[src/rtl/fetch_unit.sv]
// fetch_unit: instruction-fetch stage sitting in front of the decoder.
//
// Keeps the fetch PC, issues in-order word requests to instruction memory,
// buffers returned words together with their PCs in a small FIFO and hands
// {instruction, PC} to decode over a valid/ready handshake. Redirects from
// decode or execute flush the buffer. Responses that are still in flight
// when a redirect happens are counted as "drop" and discarded on arrival.
//
// Ports:
//   clk, rst_n                        clock, async active-low reset
//   imem_req_valid/ready/addr         word request to instruction memory
//   imem_resp_valid/data              in-order response words
//   redirect_valid/pc                 PC redirect (highest priority)
//   if_valid/ready, if_instr, if_pc   instruction handed to decode
module fetch_unit #(
  parameter logic [31:0] RESET_PC        = 32'h0000_0000,
  parameter int          FIFO_DEPTH      = 2,
  parameter int          MAX_OUTSTANDING = 2
) (
  input  logic        clk,
  input  logic        rst_n,
  output logic        imem_req_valid,
  input  logic        imem_req_ready,
  output logic [31:0] imem_req_addr,
  input  logic        imem_resp_valid,
  input  logic [31:0] imem_resp_data,
  input  logic        redirect_valid,
  input  logic [31:0] redirect_pc,
  output logic        if_valid,
  input  logic        if_ready,
  output logic [31:0] if_instr,
  output logic [31:0] if_pc
);

  localparam int          PTR_W   = (FIFO_DEPTH > 1) ? $clog2(FIFO_DEPTH) : 1;
  localparam logic [31:0] NOP     = 32'h0000_0013;
  localparam logic [3:0]  DEPTH_C = 4'(FIFO_DEPTH);
  localparam logic [3:0]  MAX_C   = 4'(MAX_OUTSTANDING);

  typedef enum logic [0:0] {
    BOOT = 1'b0,
    RUN  = 1'b1
  } state_t;

  state_t state_r, state_s;

  logic [31:0] fetch_pc_r, fetch_pc_s;
  logic [31:0] resp_pc_r, resp_pc_s;   // PC of the next live response
  logic        req_valid_r, req_valid_s;
  logic [3:0]  live_r, live_s;         // requests whose words will be kept
  logic [3:0]  drop_r, drop_s;         // requests whose words will be discarded
  logic [3:0]  count_r, count_s;       // FIFO occupancy
  logic [PTR_W-1:0] rd_ptr_r, wr_ptr_r;
  logic [31:0] instr_mem_r [FIFO_DEPTH];
  logic [31:0] pc_mem_r    [FIFO_DEPTH];

  logic        accept_s;
  logic        dropped_s;
  logic        pushed_s;
  logic        write_s;
  logic        pop_s;
  logic [31:0] target_s;

  // Handshake and response classification for the current cycle.
  always_comb begin
    accept_s  = req_valid_r & imem_req_ready;
    dropped_s = imem_resp_valid & (drop_r != 4'd0);
    pushed_s  = imem_resp_valid & (drop_r == 4'd0) & (live_r != 4'd0);
    // A live word arriving together with a redirect belongs to the old stream.
    write_s   = pushed_s & ~redirect_valid;
    pop_s     = (count_r != 4'd0) & if_ready;
    target_s  = redirect_pc & 32'hFFFF_FFFC;
  end

  // FSM next state: a single BOOT cycle, then RUN forever.
  always_comb begin
    state_s = state_r;
    case (state_r)
      BOOT:    state_s = RUN;
      RUN:     state_s = RUN;
      default: state_s = BOOT;
    endcase
  end

  // Next values of counters, PCs and the registered request valid.
  always_comb begin
    live_s    = live_r;
    drop_s    = drop_r;
    count_s   = count_r;
    fetch_pc_s = fetch_pc_r;
    resp_pc_s  = resp_pc_r;
    if (redirect_valid) begin
      // The response at this edge is charged to the pre-redirect counters
      // first; whatever is still live, plus a request accepted right now,
      // becomes drop.
      live_s     = 4'd0;
      drop_s     = drop_r - {3'b000, dropped_s} + live_r - {3'b000, pushed_s}
                   + {3'b000, accept_s};
      count_s    = 4'd0;
      fetch_pc_s = target_s;
      resp_pc_s  = target_s;
    end else begin
      live_s  = live_r + {3'b000, accept_s} - {3'b000, pushed_s};
      drop_s  = drop_r - {3'b000, dropped_s};
      count_s = count_r + {3'b000, write_s} - {3'b000, pop_s};
      if (accept_s) begin
        fetch_pc_s = fetch_pc_r + 32'd4;
      end else begin
        fetch_pc_s = fetch_pc_r;
      end
      if (pushed_s) begin
        resp_pc_s = resp_pc_r + 32'd4;
      end else begin
        resp_pc_s = resp_pc_r;
      end
    end
    // Credits evaluated on post-edge counters. Without a redirect the sums
    // can only shrink while a request waits, so valid stays up until ready.
    req_valid_s = (state_s == RUN) && !redirect_valid
                  && ((count_s + live_s) < DEPTH_C)
                  && ((live_s + drop_s) < MAX_C);
  end

  // Control state registers.
  always_ff @(posedge clk or negedge rst_n) begin
    if (!rst_n) begin
      state_r     <= BOOT;
      fetch_pc_r  <= RESET_PC;
      resp_pc_r   <= RESET_PC;
      req_valid_r <= 1'b0;
      live_r      <= 4'd0;
      drop_r      <= 4'd0;
      count_r     <= 4'd0;
    end else begin
      state_r     <= state_s;
      fetch_pc_r  <= fetch_pc_s;
      resp_pc_r   <= resp_pc_s;
      req_valid_r <= req_valid_s;
      live_r      <= live_s;
      drop_r      <= drop_s;
      count_r     <= count_s;
    end
  end

  // Instruction buffer storage and pointers; a redirect empties it.
  always_ff @(posedge clk or negedge rst_n) begin
    if (!rst_n) begin
      rd_ptr_r <= '0;
      wr_ptr_r <= '0;
      for (int i = 0; i < FIFO_DEPTH; i++) begin
        instr_mem_r[i] <= NOP;
        pc_mem_r[i]    <= 32'h0000_0000;
      end
    end else if (redirect_valid) begin
      rd_ptr_r <= '0;
      wr_ptr_r <= '0;
    end else begin
      if (write_s) begin
        instr_mem_r[wr_ptr_r] <= imem_resp_data;
        pc_mem_r[wr_ptr_r]    <= resp_pc_r;
        wr_ptr_r              <= wr_ptr_r + PTR_W'(1);
      end
      if (pop_s) begin
        rd_ptr_r <= rd_ptr_r + PTR_W'(1);
      end
    end
  end

  // Output drive: FIFO head when non-empty, NOP/0 otherwise.
  always_comb begin
    imem_req_valid = req_valid_r;
    imem_req_addr  = fetch_pc_r;
    if (count_r != 4'd0) begin
      if_valid = 1'b1;
      if_instr = instr_mem_r[rd_ptr_r];
      if_pc    = pc_mem_r[rd_ptr_r];
    end else begin
      if_valid = 1'b0;
      if_instr = NOP;
      if_pc    = 32'h0000_0000;
    end
  end

endmodule

[config.mk]
export PLATFORM = sky130hd
export DESIGN_NAME = fetch_unit
export DESIGN_NICKNAME = d
export VERILOG_FILES = /design/src/rtl/fetch_unit.sv
export SDC_FILE = /design/constraint.sdc
export NUM_CORES = 1
export LEC_CHECK = 0
export CORE_MARGIN = 4
export CORE_UTILIZATION = 40
export DETAILED_ROUTE_END_ITERATION = 6
export PLACE_DENSITY = 0.64
export SLEW_MARGIN = 0
export SYNTH_ARGS = -nofsm -noshare
export SYNTH_HDL_FRONTEND = slang
export SYNTH_SLANG_ARGS = --single-unit
[constraint.sdc]
create_clock -name clk -period 9.57 [get_ports clk]
set_clock_uncertainty 0.1 [all_clocks]
set_input_delay 1.914 -clock clk [delete_from_list [all_inputs] [get_ports clk]]
set_output_delay 1.914 -clock clk [all_outputs]
set_load 0.01 [all_outputs]
Word level (Yosys, flattened, before mapping):

Cells that the tools add are included.

* register bits after elaboration: 207
* input port bits: 70
* output and inout port bits: 98
* logic and storage cells: 77

* $add $sub $neg: 14
* order comparisons: 5
* muxes and demuxes: 24
* bitwise operators: 9
* reductions and logical operators: 13

Operators with widths (count)
* 32-bit two-way mux: 13
* 64-bit bitwise mux: 2
* 32-bit by 3-bit adder with 32-bit output (second input constant): 2
* 32-bit demux with 1-bit select: 1
* 4-bit by 1-bit subtractor with 4-bit output: 4
* 4-bit by 1-bit adder with 4-bit output: 3
* 4-bit adder: 3
* 4-bit two-way mux: 3
* 4-bit nonzero test: 3
* 4-bit by 2-bit less-than comparator with 1-bit output (second input constant): 2
* 2-bit nonzero test: 4
* 1-bit bitwise AND: 6
* 1-bit two-way mux: 5
* 2-bit >= comparator (second input constant): 2
* 4-bit logical NOT: 1
* 1-bit NOT with 2-bit output: 2
* 1-bit logical AND: 3
* 1-bit adder (second input constant): 2
* 2-bit by 1-bit less-than comparator with 1-bit output (second input constant): 1
* 2-bit AND reduction: 1
* 1-bit logical NOT: 1
* 1-bit NOT: 1

Longest topological paths before layout:

* word-level depth: 11
* depth in mapped cells: 18
* depth with buffers taken out: 18

Least setup slack after synthesis:

Ideal clock, no wire load.

* kind: input -> register
* start point: input port imem_resp_valid
* end point: register req_valid_r (netlist: imem_req_valid)
* setup time: 0.079 ns
* arrival time: 4.892 ns
* data required time: 9.391 ns
* slack: 4.499 ns
* stages: 13
* path buffers: 0
* path through: nand3_1 -> inv_2 -> ha_1 -> fa_1 -> fa_1 -> mux2i_1 -> inv_1 -> fa_1 -> xor2_1 -> nand3_1 -> nor3_1 -> or4bb_1 -> mux2i_1

* elaborated cells between the ends (all ways): 20
* those cells by class: add/sub (9); order compare (2); mux (3); bitwise (4); reduce/logical (2)

RTL lines
* start: declaration: line 25 `input logic imem_resp_valid,`
* 1-bit bitwise AND: line 67 `dropped_s = imem_resp_valid & (drop_r != 4'd0);`
* 4-bit by 1-bit subtractor with 4-bit output: line 97, 104
* 4-bit adder: line 97 `drop_s = drop_r - {3'b000, dropped_s} + live_r - {3'b000, pushed_s}`
* 4-bit by 1-bit subtractor with 4-bit output: line 97
* 4-bit by 1-bit adder with 4-bit output: line 98 `+ {3'b000, accept_s};`
* 4-bit two-way mux (*): line 92 `if (redirect_valid) begin`
* named net drop_s[1]: line 51 `logic [3:0] drop_r, drop_s;`
* 4-bit adder (*): line 121 `&& ((live_s + drop_s) < MAX_C);`
* 4-bit by 2-bit less-than comparator with 1-bit output (*): line 121
* 1-bit logical AND (*): line 121
* named net req_valid_s: line 49 `logic req_valid_r, req_valid_s;`
* end signal: assignment: line 138 `req_valid_r <= req_valid_s;`
* end: declaration: line 49

The timed path passes the listed nets; every way through them passes the cells marked *.
A chain may end at the register's enable or synchronous reset.

Worst setup path after layout:

Same ends and word-level chain as after synthesis.

==> impl_metrics.py <==
metrics = {
    "run_status": {
        "status": "completed",
    },
    "placement": {
        "post-dp-hpwl_mm": 16.08,
        "place.gp.congestion": 0.7997,
        "portBuffers": 161,
        "placed_cells": 1338,
    },
    "setup_path": {
        "cp-end-kind": "flip-flop",
        "crit_chain": "clkdlybuf4s50_1 -> nand3_1 -> inv_2 -> ha_1 -> fa_1 -> fa_1 -> mux2i_1 -> inv_1 -> fa_1 -> xor2_1 -> nand3_1 -> nor3_1 -> or4bb_1 -> mux2i_1",
        "critPathBufInv": 3,
        "crit_end": "imem_req_valid$_DFF_PN0_",
        "cp_max_fo": 9,
        "startpoint": "imem_resp_valid",
        "crit_cells": 14,
        "worstSetupPathType": "in -> reg",
        "cp-start-kind": "input pin",
        "crit_path_max_incr_delay_ns": 0.55,
        "rrSetupSlack_ns": 4.94,
        "slowest_stage": "clkdlybuf4s50_1",
        "crit_top_cell": "fa_1",
        "worstReg2RegStart": "live_r[2]$_DFF_PN0_",
        "cp_data_arrival_time_ns": 5.88,
        "reg2reg_depth": 16,
        "worstPathRequired_ns": 9.83,
        "critPathTopFamily": "adder cells",
        "reg2reg_to": "imem_req_valid$_DFF_PN0_",
    },
    "clocking": {
        "path_clk_slew_ns": 0.08,
        "htree_levels": 4,
        "cts_made_buffers": 17,
        "cts_sinks": 199,
        "cts_resized": 0,
        "tritoncts": "built",
        "postCtsSetupBuffers": 0,
        "ctsHoldBuffers": 0,
        "cts_buffer_depth": 2,
        "clock_latency_ns": 0.44,
        "cts_root_buf": "clkbuf_16",
    },
    "cells_and_area": {
        "diodes": 0,
        "register_area_um2": 4991,
        "fillers": 2271,
        "drive_gt1_share_pct": 19.62,
        "multiInputGateArea_um2": 4883,
        "finalNetCount": 1125,
        "fin_util_pct": 50.50,
        "final_cell_count_no_fill": 1370,
        "syn_to_final_growth_pct": 24.31,
    },
    "synthesis": {
        "synth_edf_count": 0,
        "ys_warn_count": 0,
        "syn_area_per_cell_um2": 11.54,
        "synth_cell_types": 52,
        "netlist_instances": 884,
        "async_reset_ff_share_pct": 100.0,
        "syn_area_um2": 10200,
        "synth_ff_type": "dfrtp_1",
        "synth_seq_area_share_pct": 48.90,
        "ys_ff_latch": 199,
    },
    "power": {
        "p_total_uw": 2710,
        "p_per_area_nw_per_um2": 213.7,
        "vdd_drop_max_uv": 127.0,
        "power_leakage_uw": 0.005600,
    },
    "drt": {
        "drc_errors": 0,
        "drt_first_pass_iters": 4,
        "vias": 6996,
        "drtIter0Drc": 394,
        "ant_nets": 0,
        "wirelength_mm": 23.42,
        "wire_per_inst_um": 17.09,
        "viasPerCell": 5.107,
    },
    "sta": {
        "worstMarginPinSlew_ns": 1.060,
        "max_freq_mhz": 177.9,
        "slew_violations": 0,
        "setup_viol": 0,
        "hold_viol_final": 0,
        "fin_crit_sh_pct": 58.75,
        "grt_setup_unrepaired": "no",
        "slew_headroom_pct": 29.34,
        "fin_tns_setup_ns": 0,
        "finalCriticalPeriod_ns": 5.622,
    },
    "floorplan": {
        "start_util_pct": 40.62,
        "io_pins": 168,
        "die_w_um": 167.7,
        "die_area_um2": 28120,
        "coreArea_um2": 25110,
        "die_h_um": 167.7,
        "placementRows": 58,
    },
    "grt": {
        "globalRouteOverflowTotal": 0,
        "grt_pass1_wl_mm": 38.99,
        "first_global_vias": 7270,
        "grt_usage_pct": 17.11,
        "grt_max_degree": 121,
        "antenna_found_initial": 1,
    },
    "worst_hold_path": {
        "hold_class": "reg -> reg",
        "worstHoldStart": "pc_mem_r[17]$_DFFE_PN0P_",
    },
    "flow_run": {
        "cap_violations": 0,
    },
}
[placed cells by master (no fill, tap or decap), drive strengths merged, types with 12 or more instances in the layout]
cell,instances
a21oi,21
clkbuf,18
clkdlybuf4s50,160
dfrtp,193
ha,22
inv,41
mux2,149
mux2i,67
nand2,33
nand3,32
nor2,88
nor3,27
o21ai,12
xnor2,36
xor2,21
[metrics by stage]
stage                     setup WS [ns]  hold slack (ns)  area (µm²)
after floorplan                   4.499           0.3496       10210
after global placement            3.537           0.3629       12080
after detailed placement          3.516           0.3698       12080
after CTS                         3.944           0.3876       12680
after global routing              3.684           0.4092       12680
final                             3.948           0.3847       12680
[state kept, by name, summed over array words and instances (netlist names)]
signal / flops
drop_r: 4
imem_req_addr: 30
rd_ptr_r: 1
live_r: 4
resp_pc_r: 30
wr_ptr_r: 1
imem_req_valid: 1
pc_mem_r: 60
instr_mem_r: 64
count_r: 4
[synth_stat cells (all sizes together) (2+ instances only)]
cell | n | share of area [%]
mux2 | 149 | 16
buf | 26 | 1.5
nand3 | 32 | 1.6
fa | 6 | 1.2
nand4 | 11 | 0.82
ha | 22 | 2.7
nand2 | 33 | 1.2
nor3 | 27 | 1.3
nand2b | 6 | 0.37
xor2 | 21 | 1.8
a211oi | 2 | 0.15
and4 | 8 | 0.71
a21o | 5 | 0.37
and3 | 11 | 0.67
nor2 | 88 | 3.3
nor4 | 10 | 0.91
clkbuf | 21 | 0.77
a21oi | 21 | 1.0
xnor2 | 36 | 3.1
mux2i | 67 | 6.6
and2 | 4 | 0.25
or3 | 7 | 0.43
inv | 32 | 1.2
a21boi | 2 | 0.15
dfstp | 6 | 1.5
a31oi | 8 | 0.49
o21ai | 12 | 0.59
nor2b | 5 | 0.31
dfrtp | 193 | 47
[where the power goes]
part / internal, µW / switching, µW / total, µW
Combinational: 457 / 436 / 894
Clock: 376 / 356 / 732
Sequential: 965 / 119 / 1080
[worst min path at each step]
stage | cells after the start | slack (ns) | to
3_3_place_gp | 2 | 0.36 | pc_mem_r[28]$_DFFE_PN0P_
4_1_cts | 2 | 0.39 | pc_mem_r[28]$_DFFE_PN0P_
3_5_place_dp | 2 | 0.37 | pc_mem_r[28]$_DFFE_PN0P_
5_1_grt | 1 | 0.41 | pc_mem_r[57]$_DFFE_PN0P_
6_report | 2 | 0.38 | pc_mem_r[17]$_DFFE_PN0P_
2_1_floorplan | 2 | 0.35 | pc_mem_r[17]$_DFFE_PN0P_
[routing by layer]
metal / global-route usage (%) / up-vias / routed length (µm)
met3: 4.462 / 14 / 1170
met4: 3.493 / 2 / 161
li1: - / 3365 / -
met1: 24.94 / 3458 / 11720
met2: 25.98 / 157 / 10350
met5: 0 / - / 13
[cell type report]
class                           count  share of cell area, %
Clock buffer                       17                  3.355
Clock inverter                     15                  1.411
Inverter                           32                 0.9473
Multi-Input combinational cell    609                  38.51
Sequential cell                   199                  39.36
Tap cell                          330                  3.256
Timing Repair Buffer              168                  13.15
[tightest hold or removal path: stages, from the launching register on]
cell and delay [ns]:
dfrtp_1 0.35, nand2_1 0.05, o21ai_0 0.06
[logic make-up after synthesis]
logic type      Yosys count  synth area share [%]
fa+ha+maj                28                 3.876
other cells               1               0.03677
compound gates           55                 3.177
simple gates            248                 12.45
buf+inv                  79                 3.422
mux                     216                 23.03
xor+xnor                 58                 5.115
flops                   199                 48.90
No activity file was read; power rests on OpenSTA's default activity.
